`src/rtl/load_store_unit_pkg.sv`:
```
// Shared constants and types for the load/store unit: RV32I width codes,
// FSM state encoding and the registered bus request payload.
package load_store_unit_pkg;

  localparam int unsigned XLEN = 32;
  localparam int unsigned BE_W = 4;
  localparam int unsigned F3_W = 3;

  localparam logic [F3_W-1:0] F3_LB  = 3'b000;
  localparam logic [F3_W-1:0] F3_LH  = 3'b001;
  localparam logic [F3_W-1:0] F3_LW  = 3'b010;
  localparam logic [F3_W-1:0] F3_LBU = 3'b100;
  localparam logic [F3_W-1:0] F3_LHU = 3'b101;
  localparam logic [F3_W-1:0] F3_SB  = 3'b000;
  localparam logic [F3_W-1:0] F3_SH  = 3'b001;
  localparam logic [F3_W-1:0] F3_SW  = 3'b010;

  typedef enum logic [1:0] {
    S_IDLE = 2'd0,
    S_REQ  = 2'd1,
    S_WAIT = 2'd2,
    S_DONE = 2'd3
  } lsu_state_e;

  typedef struct packed {
    logic            we;
    logic [XLEN-1:0] addr;
    logic [BE_W-1:0] be;
    logic [XLEN-1:0] wdata;
  } lsu_bus_req_t;

endpackage

```
`src/rtl/load_store_unit_lane_format.sv`:
```
// Byte-lane steering for stores, lane select plus sign/zero extension for
// loads, and alignment / funct3 legality decode.
module lsu_lane_format
  import load_store_unit_pkg::*;
(
  input  logic [F3_W-1:0] funct3,
  input  logic            is_store,
  input  logic [1:0]      byte_off,
  input  logic [XLEN-1:0] st_data,
  input  logic [XLEN-1:0] rd_word,
  output logic [BE_W-1:0] be,
  output logic [XLEN-1:0] st_lanes,
  output logic [XLEN-1:0] ld_data,
  output logic            misaligned,
  output logic            illegal
);

  logic [7:0]  rd_byte;
  logic [15:0] rd_half;

  always_comb begin
    misaligned = 1'b0;
    illegal    = 1'b0;
    be         = '0;
    st_lanes   = '0;
    ld_data    = '0;
    rd_byte    = rd_word[7:0];
    rd_half    = byte_off[1] ? rd_word[31:16] : rd_word[15:0];

    unique case (byte_off)
      2'd0: rd_byte = rd_word[7:0];
      2'd1: rd_byte = rd_word[15:8];
      2'd2: rd_byte = rd_word[23:16];
      default: rd_byte = rd_word[31:24];
    endcase

    // Half needs bit 0 clear, word needs both low bits clear.
    unique case (funct3[1:0])
      2'b01:   misaligned = byte_off[0];
      2'b10:   misaligned = (byte_off != 2'b00);
      default: misaligned = 1'b0;
    endcase

    if (is_store) begin
      illegal = (funct3 >= 3'b011);
      unique case (funct3)
        F3_SB: begin
          be       = BE_W'(4'b0001 << byte_off);
          st_lanes = {4{st_data[7:0]}};
        end
        F3_SH: begin
          be       = byte_off[1] ? 4'b1100 : 4'b0011;
          st_lanes = {2{st_data[15:0]}};
        end
        F3_SW: begin
          be       = 4'b1111;
          st_lanes = st_data;
        end
        default: begin
          be       = '0;
          st_lanes = '0;
        end
      endcase
    end else begin
      illegal = (funct3 == 3'b011) || (funct3 == 3'b110) || (funct3 == 3'b111);
      be      = 4'b1111;
    end

    unique case (funct3)
      F3_LB:   ld_data = {{24{rd_byte[7]}}, rd_byte};
      F3_LH:   ld_data = {{16{rd_half[15]}}, rd_half};
      F3_LW:   ld_data = rd_word;
      F3_LBU:  ld_data = {24'h000000, rd_byte};
      F3_LHU:  ld_data = {16'h0000, rd_half};
      default: ld_data = '0;
    endcase
  end

endmodule

```
`src/rtl/load_store_unit.sv`:
```
// Memory-access stage: one load or store per instruction over a req/gnt/rvalid
// bus, stalling the core while in flight, with misalignment and timeout handling.
module load_store_unit
  import load_store_unit_pkg::*;
#(
  parameter int unsigned TIMEOUT_CYCLES = 64,
  parameter int unsigned CNT_W          = 7
) (
  input  logic              clk,
  input  logic              rst_n,
  input  logic              valid,
  input  logic              mem_read,
  input  logic              mem_write,
  input  logic [2:0]        funct3,
  input  logic [31:0]       addr,
  input  logic [31:0]       wdata,
  output logic              stall,
  output logic [31:0]       rdata,
  output logic              load_done,
  output logic              exc_misaligned,
  output logic              bus_err,
  output logic              bus_req,
  output logic              bus_we,
  output logic [31:0]       bus_addr,
  output logic [3:0]        bus_be,
  output logic [31:0]       bus_wdata,
  input  logic              bus_gnt,
  input  logic              bus_rvalid,
  input  logic [31:0]       bus_rdata
);

  lsu_state_e   state_q, state_d;
  lsu_bus_req_t req_q;
  logic [F3_W-1:0] f3_q;
  logic [1:0]   off_q;
  logic [CNT_W-1:0] cnt_q;
  logic         err_q;

  logic         in_idle, start, fault, accept, timeout;
  logic         cnt_clr, cnt_inc, ld_cap, to_abort;

  logic [F3_W-1:0] fmt_f3;
  logic         fmt_store;
  logic [1:0]   fmt_off;
  logic [BE_W-1:0] fmt_be;
  logic [XLEN-1:0] fmt_wdata, fmt_ld;
  logic         fmt_misaligned, fmt_illegal;

  assign in_idle = (state_q == S_IDLE);
  // rst_n gating keeps the combinational outputs quiet while reset is held.
  assign start   = rst_n & valid & (mem_read | mem_write) & in_idle;
  assign fault   = start & (fmt_misaligned | fmt_illegal);
  assign accept  = start & ~fault;
  assign timeout = (cnt_q == CNT_W'(TIMEOUT_CYCLES - 1));

  // Live instruction fields decode in IDLE; the captured ones format the load reply.
  assign fmt_f3    = in_idle ? funct3    : f3_q;
  assign fmt_store = in_idle ? mem_write : req_q.we;
  assign fmt_off   = in_idle ? addr[1:0] : off_q;

  lsu_lane_format u_lane_format (
    .funct3     (fmt_f3),
    .is_store   (fmt_store),
    .byte_off   (fmt_off),
    .st_data    (wdata),
    .rd_word    (bus_rdata),
    .be         (fmt_be),
    .st_lanes   (fmt_wdata),
    .ld_data    (fmt_ld),
    .misaligned (fmt_misaligned),
    .illegal    (fmt_illegal)
  );

  always_ff @(posedge clk or negedge rst_n) begin
    if (!rst_n) state_q <= S_IDLE;
    else        state_q <= state_d;
  end

  always_comb begin
    state_d        = state_q;
    stall          = 1'b0;
    exc_misaligned = 1'b0;
    bus_req        = 1'b0;
    load_done      = 1'b0;
    bus_err        = 1'b0;
    cnt_clr        = 1'b0;
    cnt_inc        = 1'b0;
    ld_cap         = 1'b0;
    to_abort       = 1'b0;

    unique case (state_q)
      S_IDLE: begin
        exc_misaligned = fault;
        if (accept) begin
          stall   = 1'b1;
          cnt_clr = 1'b1;
          state_d = S_REQ;
        end
      end
      S_REQ: begin
        stall   = 1'b1;
        bus_req = 1'b1;
        cnt_inc = 1'b1;
        // A grant on the last allowed cycle still aborts: no reply would be waited for.
        if (timeout) begin
          to_abort = 1'b1;
          state_d  = S_DONE;
        end else if (bus_gnt) begin
          state_d = S_WAIT;
        end
      end
      S_WAIT: begin
        stall   = 1'b1;
        cnt_inc = 1'b1;
        if (bus_rvalid) begin
          ld_cap  = ~req_q.we;
          state_d = S_DONE;
        end else if (timeout) begin
          to_abort = 1'b1;
          state_d  = S_DONE;
        end
      end
      S_DONE: begin
        load_done = ~req_q.we & ~err_q;
        bus_err   = err_q;
        state_d   = S_IDLE;
      end
      default: state_d = S_IDLE;
    endcase
  end

  // Request payload captured once at acceptance and held until the next access.
  always_ff @(posedge clk or negedge rst_n) begin
    if (!rst_n) begin
      req_q <= '0;
      f3_q  <= '0;
      off_q <= '0;
    end else if (accept) begin
      req_q.we    <= mem_write;
      req_q.addr  <= {addr[31:2], 2'b00};
      req_q.be    <= fmt_be;
      req_q.wdata <= fmt_wdata;
      f3_q        <= funct3;
      off_q       <= addr[1:0];
    end
  end

  always_ff @(posedge clk or negedge rst_n) begin
    if (!rst_n)       cnt_q <= '0;
    else if (cnt_clr) cnt_q <= '0;
    else if (cnt_inc) cnt_q <= cnt_q + CNT_W'(1);
  end

  always_ff @(posedge clk or negedge rst_n) begin
    if (!rst_n)        err_q <= 1'b0;
    else if (accept)   err_q <= 1'b0;
    else if (to_abort) err_q <= 1'b1;
  end

  always_ff @(posedge clk or negedge rst_n) begin
    if (!rst_n)        rdata <= '0;
    else if (ld_cap)   rdata <= fmt_ld;
    else if (to_abort) rdata <= '0;
  end

  assign bus_we    = req_q.we;
  assign bus_addr  = req_q.addr;
  assign bus_be    = req_q.be;
  assign bus_wdata = req_q.wdata;

endmodule

```
`config.mk`:
```
export PLATFORM = sky130hd
export DESIGN_NAME = load_store_unit
export DESIGN_NICKNAME = d
export VERILOG_FILES = /design/src/rtl/load_store_unit_pkg.sv /design/src/rtl/load_store_unit_lane_format.sv /design/src/rtl/load_store_unit.sv
export SDC_FILE = /design/constraint.sdc
export NUM_CORES = 1
export LEC_CHECK = 0
export ABC_CLOCK_PERIOD_IN_PS = 6800
export BUFFER_PORTS_ARGS = -buffer_cell sky130_fd_sc_hd__buf_2
export CORE_UTILIZATION = 35
export DETAILED_ROUTE_END_ITERATION = 7
export PLACE_DENSITY = 0.66
export SETUP_SLACK_MARGIN = 0.4
export SYNTH_ARGS = -nofsm -noshare
export SYNTH_HDL_FRONTEND = slang
export SYNTH_SLANG_ARGS = --single-unit
```
`constraint.sdc`:
```
create_clock -name clk -period 6.8 [get_ports clk]
set_input_delay 0.34 -clock clk [delete_from_list [all_inputs] [get_ports clk]]
set_output_delay 0.34 -clock clk [all_outputs]
set_load 0.05 [all_outputs]
```
==> results of run 1 <==
## registers in the layout, summed over array words and instances, names as in the netlist
signal	flops
state_q	2
bus_be	4
cnt_q	7
bus_wdata	32
rdata	32
bus_addr	30
bus_we	1
off_q	2
f3_q	3
err_q	1
## metal layers
metal  wire length (um)  vias up  share of wire (%)
li1                   -     2465                  -
met1               7880     2543                 45
met2               7920      231                 45
met3               1430       24                8.1
met5                  0        -                  0
met4                358        0                2.0
## final cells by class
cell class	count	area share, %
Tap cell	225	3.61
Sequential cell	114	36.6
Multi-Input combinational cell	391	37.4
Clock inverter	13	2.07
Clock buffer	19	5.68
Inverter	10	0.481
Timing Repair Buffer	216	14.1
## repair_timing
| action | 4_1_cts | 5_1_grt |
|---|---|---|
| buffers inserted | 0 | 0 |
| hold buffers | 1 | 0 |
| endpoints found under the setup margin | 0 | 0 |
| hold endpoints to repair | 37 | 0 |
## power groups by stage
stage	registers [mW]	clock network (mW)	logic (mW)
global route	1.23	0.955	2.99
global placement	1.19	0	2.78
finish	1.18	0.912	2.81
floorplan	2.06	0	1.35
CTS	1.19	0.928	2.81
detailed placement	1.19	0	2.81
## Yosys cell counts, drive strengths merged, types with 4 or more instances
master   count
a211oi      20
a21oi       26
a221o        7
a221oi       9
a22o        11
a22oi       20
and2         6
buf         35
clkbuf      15
dfrtp      114
ha           9
inv         10
mux2        44
mux2i        8
nand2       87
nor2        22
o211ai       4
o21ai       19
o221ai       5
o22ai        5
o2bb2ai     25
o31ai       27
## worst reg2reg max path: stages, from the launching register on
cell,delay (ns)
dfrtp_1,0.42
inv_1,0.12
ha_1,0.75
mux2_2,0.45
inv_1,0.09
ha_1,0.85
a21oi_2,0.16
o31ai_4,0.28
buf_4,0.82
mux2_4,0.41
## metrics by stage
step / util, % / cells
2_1_floorplan: - / 565
3_3_place_gp: 41.8 / 955
3_5_place_dp: 41.8 / 955
4_1_cts: 45.4 / 988
5_1_grt: 45.4 / 988
6_report: 45.4 / 988
## worst min path at each step
| stage | end | from | depth (start not counted) | slack [ns] |
|---|---|---|---|---|
| global route | bus_addr[11] | addr[11] | 2 | 0.14 |
| detailed placement | bus_addr[24] | rst_n | 1 | 0.35 |
| floorplan | bus_addr[10] | rst_n | 0 | 0.04 |
| CTS | bus_addr[11] | addr[11] | 2 | 0.13 |
| global placement | bus_addr[20] | rst_n | 1 | 0.34 |
| finish | bus_addr[10] | addr[10] | 2 | 0.15 |
## logic make-up after synthesis
family | after synthesis | share of synthesized area [%]
fa+ha+maj | 9 | 1.84
xor+xnor | 6 | 0.858
mux | 52 | 11.8
simple gates | 132 | 9.25
buf+inv | 60 | 6.10
compound gates | 190 | 23.6
flops | 114 | 46.5
other cells | 1 | 0.0612
==> results.sh, run 1 <==
export IMPL_syn_inst=564
export IMPL_grt_setup_unrepaired="no"
export IMPL_grt_pass1_wl_mm=27.4
export IMPL_grt_busiest_layer="met2"
export IMPL_final_common_cell="buf_2"
export IMPL_wl_mm=17.6
export IMPL_synth_cell_types=56
export IMPL_cts_made_buffers=17
export IMPL_dp_slack_ns=2.35
export IMPL_pwr_share_comb_pct=57.2
export IMPL_cp_endpoint="stall"
export IMPL_hold_viol=0
export IMPL_relSlewSlack_pct=20.8
export IMPL_dr_pass1_iters=5
export IMPL_r2r_start="state_q[0]"
export IMPL_synth_top_cell_by_area="dfrtp_1"
export IMPL_critPathTopFamily="adder cells"
export IMPL_timing_rr_end="bus_addr[6]"
export IMPL_n_antenna_cell=0
export IMPL_finalMaxSlewViolations=0
export IMPL_syn_area_um2=6130
export IMPL_multi_input_area_um2=2920
export IMPL_irDropWorstVdd_mv=0.323
export IMPL_die_area_um2=18000
export IMPL_port_buffers=209
export IMPL_endpoint_kind="output pin"
export IMPL_cp_cell_sequence="inv_1, ha_1, mux2_2, inv_1, ha_1, a21oi_2, o31ai_4, buf_4, a21oi_2, buf_2"
export IMPL_drc=0
export IMPL_yosys_most_used_dff="dfrtp_1"
export IMPL_final_layout_size_suffix_gt1_share_pct=39.4
export IMPL_synthArstFlopShare_pct=100
export IMPL_min_path_type="in -> reg"
export IMPL_whs_ns=0.155
export IMPL_ys_seq_elements=114
export IMPL_required_ns=6.46
export IMPL_drtIter0Drc=381
export IMPL_grt_remaining_overflow=0
export IMPL_grt_max_degree=95
export IMPL_yosys_warnings=0
export IMPL_grtUsageMet1_pct=26.3
export IMPL_p_seq_share_pct=24.2
export IMPL_clk_latency_ns=0.41
export IMPL_postLayoutCellArea_um2=7800
export IMPL_r2r_cells=9
export IMPL_wl_per_cell_um=17.8
export IMPL_grt_use_total_pct=19.7
export IMPL_nNetsFinal=865
export IMPL_grt_pass1_vias=4902
export IMPL_p_switching_mw=2.47
export IMPL_ys_seq_area_share_pct=46.5
export IMPL_ys_top_cells_by_area="dfrtp_1, mux2_4, nand2_1"
export IMPL_vias=5263
export IMPL_startpoint_type="flop"
export IMPL_p_clk_share_pct=18.6
export IMPL_cts_sinks=114
export IMPL_cpMaxStageDelayCell="ha_1"
export IMPL_use_met3_pct=5.10
export IMPL_finalWorstSetupSlack_ns=2.27
export IMPL_gp_congestion=0.838
export IMPL_max_slew_worst_pin_slew_ns=1.19
export IMPL_p_leak_nw=3.87
export IMPL_min_period_over_period_pct=66.6
export IMPL_finalClockSkew_ns=0.00762
export IMPL_start_util_pct=35.7
export IMPL_rows=48
export IMPL_die_h_um=134
export IMPL_core_area_um2=17200
export IMPL_post_cts_resized=0
export IMPL_p_per_area_nw_per_um2=628
export IMPL_synth_edf_count=0
export IMPL_path_max_fanout=25
export IMPL_fmax_ghz=0.221
export IMPL_ioPinCount=212
export IMPL_status="finished clean"
export IMPL_clock_path_buffers=2
export IMPL_internal_power_mw=2.43
export IMPL_final_cell_mix="buf_2, dfrtp_1, nand2_1, mux2_4, o2bb2ai_1"
export IMPL_dp_hpwl_mm=12.5
export IMPL_avgSynthCellArea_um2=10.9
export IMPL_fin_crit_ns=4.53
export IMPL_power_total_mw=4.90
export IMPL_grt_met2_usage_pct=30.2
export IMPL_synth_top_cell_area_share_pct=46.5
export IMPL_die_x_um=134
export IMPL_syn_to_final_growth_pct=27.3
export IMPL_ctsHtreeMaxLevel=4
export IMPL_switching_share_pct=50.3
export IMPL_cts_tree="built"
export IMPL_critPathKind="reg -> out"
export IMPL_place_area_um2=7190
export IMPL_finalSetupViolations=0
export IMPL_path_depth=10
export IMPL_path_clk_slew_ns=0.06
export IMPL_register_area_um2=2850
export IMPL_crit_buf_inv=4
export IMPL_fillers=1663
export IMPL_critPathMaxStageDelay_ns=0.85
export IMPL_cts_root_buf="clkbuf_16"
export IMPL_vias_per_cell=5.33
export IMPL_cap_violations=0
export IMPL_ant_nets=0
export IMPL_grt_antenna_before_repair=0
export IMPL_reg2reg_slack_ns=2.34
export IMPL_crit_start="state_q[0]"
export IMPL_arrival_ns=4.19
export IMPL_setup_tns_ns=0
Note: power is estimated with default switching activity, not from simulation.
==> run 2: changes to the inputs <==
--- a/config.mk
+++ b/config.mk
@@ -5,11 +5,12 @@
 export SDC_FILE = /design/constraint.sdc
 export NUM_CORES = 1
 export LEC_CHECK = 0
-export ABC_CLOCK_PERIOD_IN_PS = 6800
+export ABC_AREA = 1
+export ABC_CLOCK_PERIOD_IN_PS = 3900
 export BUFFER_PORTS_ARGS = -buffer_cell sky130_fd_sc_hd__buf_2
 export CORE_UTILIZATION = 35
 export DETAILED_ROUTE_END_ITERATION = 7
-export PLACE_DENSITY = 0.66
+export PLACE_DENSITY = 0.68
 export SETUP_SLACK_MARGIN = 0.4
 export SYNTH_ARGS = -nofsm -noshare
 export SYNTH_HDL_FRONTEND = slang
==> constraint.sdc (replaced) <==
create_clock -name clk -period 3.9 [get_ports clk]
set_input_delay 0.195 -clock clk [delete_from_list [all_inputs] [get_ports clk]]
set_output_delay 0.195 -clock clk [all_outputs]
set_load 0.05 [all_outputs]
==> results.sh, run 2 <==
export IMPL_vias=6329
export IMPL_drtIter0Drc=507
export IMPL_wl_met1_mm=8.34
export IMPL_wl_per_cell_um=14.4
export IMPL_vias_per_cell=4.84
export IMPL_path_max_fanout=33
export IMPL_cpMaxStageDelayCell="dfrtp_1"
export IMPL_start_util_pct=35.8
export IMPL_grt_remaining_overflow=0
export IMPL_core_area_um2=17200
export IMPL_required_ns=3.70
export IMPL_ctsHtreeMaxLevel=4
export IMPL_p_per_area_nw_per_um2=1030
export IMPL_post_cts_buffers=0
export IMPL_final_cell_mix="nand2_1, buf_2, dfrtp_1, nand3_1, o21ai_0"
export IMPL_power_total_mw=8.48
export IMPL_nNetsFinal=1183
export IMPL_relSlewSlack_pct=39.5
export IMPL_synth_top_cell_area_share_pct=46.2
export IMPL_fmax_ghz=0.317
export IMPL_cts_sinks=114
export IMPL_final_layout_size_suffix_gt1_share_pct=26.1
export IMPL_top_layer="met5"
export IMPL_synth_cell_types=30
export IMPL_cts_root_buf="clkbuf_16"
export IMPL_die_area_um2=18200
export IMPL_yosys_most_used_dff="dfrtp_1"
export IMPL_synth_edf_count=0
export IMPL_syn_to_final_growth_pct=34.1
export IMPL_wl_mm=18.9
export IMPL_critPathMaxStageDelay_ns=0.43
export IMPL_arrival_ns=2.96
export IMPL_ant_nets=0
export IMPL_cts_tree="built"
export IMPL_cp_cell_sequence="inv_1, ha_2, nand2_1, o21ai_1, ha_1, inv_1, nand3_1, a21oi_2, nand3_4, buf_4, a21oi_1, clkbuf_4"
export IMPL_grt_pass1_wl_mm=30.5
export IMPL_hold_viol=0
export IMPL_met3_length_mm=1.56
export IMPL_synthArstFlopShare_pct=100
export IMPL_synth_top_cell_by_area="dfrtp_1"
export IMPL_routed_wl_met2_mm=8.61
export IMPL_path_clk_slew_ns=0.05
export IMPL_port_buffers=209
export IMPL_critPathKind="reg -> out"
export IMPL_ioPinCount=212
export IMPL_dr_pass1_iters=5
export IMPL_cap_violations=0
export IMPL_setup_tns_ns=0
export IMPL_gp_congestion=0.845
export IMPL_crit_buf_inv=4
export IMPL_p_leak_nw=4.69
export IMPL_drc=0
export IMPL_endpoint_kind="output pin"
export IMPL_grt_pass1_vias=6006
export IMPL_grt_antenna_before_repair=3
export IMPL_grt_use_total_pct=21.6
export IMPL_min_path_type="in -> reg"
export IMPL_cts_made_buffers=17
export IMPL_cp_common_cell="inv_1"
export IMPL_synth_common_cells="nand2_1, dfrtp_1, nand3_1, o21ai_0, inv_1"
export IMPL_die_h_um=135
export IMPL_yosys_warnings=0
export IMPL_rows=48
export IMPL_clock_path_buffers=2
export IMPL_min_period_over_period_pct=80.9
export IMPL_status="finished clean"
export IMPL_max_slew_worst_pin_slew_ns=0.908
export IMPL_syn_area_um2=6170
export IMPL_finalClockSkew_ns=0.0126
export IMPL_dp_hpwl_mm=13.0
export IMPL_ys_seq_elements=114
export IMPL_startpoint_type="flop"
export IMPL_die_x_um=135
export IMPL_synth_most_common_cell="nand2_1"
export IMPL_grt_setup_unrepaired="no"
export IMPL_ys_seq_area_share_pct=46.2
export IMPL_finalSetupViolations=0
export IMPL_ys_top_cells_by_area="dfrtp_1, nand2_1, nand3_1"
export IMPL_finalMaxSlewViolations=0
export IMPL_irDropWorstVdd_mv=0.518
export IMPL_avgSynthCellArea_um2=7.33
export IMPL_fin_crit_ns=3.16
export IMPL_grt_max_degree=77
export IMPL_clk_latency_ns=0.42
export IMPL_final_common_cell="nand2_1"
export IMPL_critPathTopFamily="buffers and inverters"
export IMPL_syn_inst=842
## run 2: cell types whose count changed after synthesis, sizes merged, moves of 26 or more
| cell | before | now |
|---|---|---|
| inv | 10 | 61 |
| mux2 | 44 | 0 |
| nand2 | 87 | 374 |
| nand3 | 1 | 82 |
| o21ai | 19 | 78 |
| o31ai | 27 | 1 |
## run 2: worst register-to-register path: cells and delay by family, from the launching register on
family	cells	cell delay, ns
buf+inv	4	0.90
fa+ha+maj	2	0.66
flops	1	0.43
compound gates	2	0.23
simple gates	6	0.60
## run 2: final timing paths
path | start | to | slack [ns] | depth (start not counted)
min | funct3[2] | f3_q[2] | 0.02 | 3
min in group asynchronous | rst_n | cnt_q[5] | 0.33 | 2
max reg2reg | state_q[0] | rdata[13] | 1.01 | 14
max | state_q[0] | stall | 0.74 | 12
max in group asynchronous | rst_n | bus_wdata[31] | 2.24 | 3
min reg2reg | bus_addr[24] | bus_addr[24] | 0.47 | 2
## run 2: stage by stage
step | cell area, um^2 | util (%) | hold WS (ns) | instances | setup WS [ns]
final | 8270 | 48.0 | 0.0216 | 1307 | 0.744
after global routing | 8270 | 48.0 | 0.0269 | 1307 | 0.446
after CTS | 8260 | 47.9 | 0.00417 | 1305 | 0.485
after detailed placement | 7350 | 42.6 | 0.239 | 1242 | 0.839
after global placement | 7350 | 42.6 | 0.239 | 1242 | 0.947
after floorplan | 6170 | - | -0.101 | 843 | 0.754
## run 2: kinds of logic (layout without fill, tap and decap cells)
kind of cell	after synthesis	in the layout	share of synthesized area, %
other	1	4	0.0608
buffers and inverters	106	343	7.72
AO/OA/AOI/OAI	119	119	11.1
adder cells (fa/ha/maj)	9	9	1.82
AND/OR/NAND/NOR	493	493	33.0
flip-flops	114	114	46.2
## run 2: repair_timing
item,CTS,global route
gates resized for setup,2,3
hold buffers,32,0
endpoints found under the hold margin,73,0
setup endpoints to repair,1,2
## run 2: final cells by class
cell class	count	area, um^2
inverter	61	229
clock inverter	9	131
antenna	2	5.00
sequential	114	2850
clock buffer	22	464
timing repair buffer	251	1450
multi-input combinational	623	2860
fill	1716	8960
tap	225	282
## run 2: power breakdown
part           internal [mW]  total [mW]  switching, mW
logic                   1.28        4.93           3.66
clock network           1.03        1.58          0.550
registers               1.68        1.97          0.283
## run 2: layer usage
layer / vias to the layer above / GRT usage, %
met4: 2 / 9.68
met1: 2880 / 28.6
met3: 34 / 5.78
met5: - / 0
met2: 268 / 33.1
li1: 3145 / -
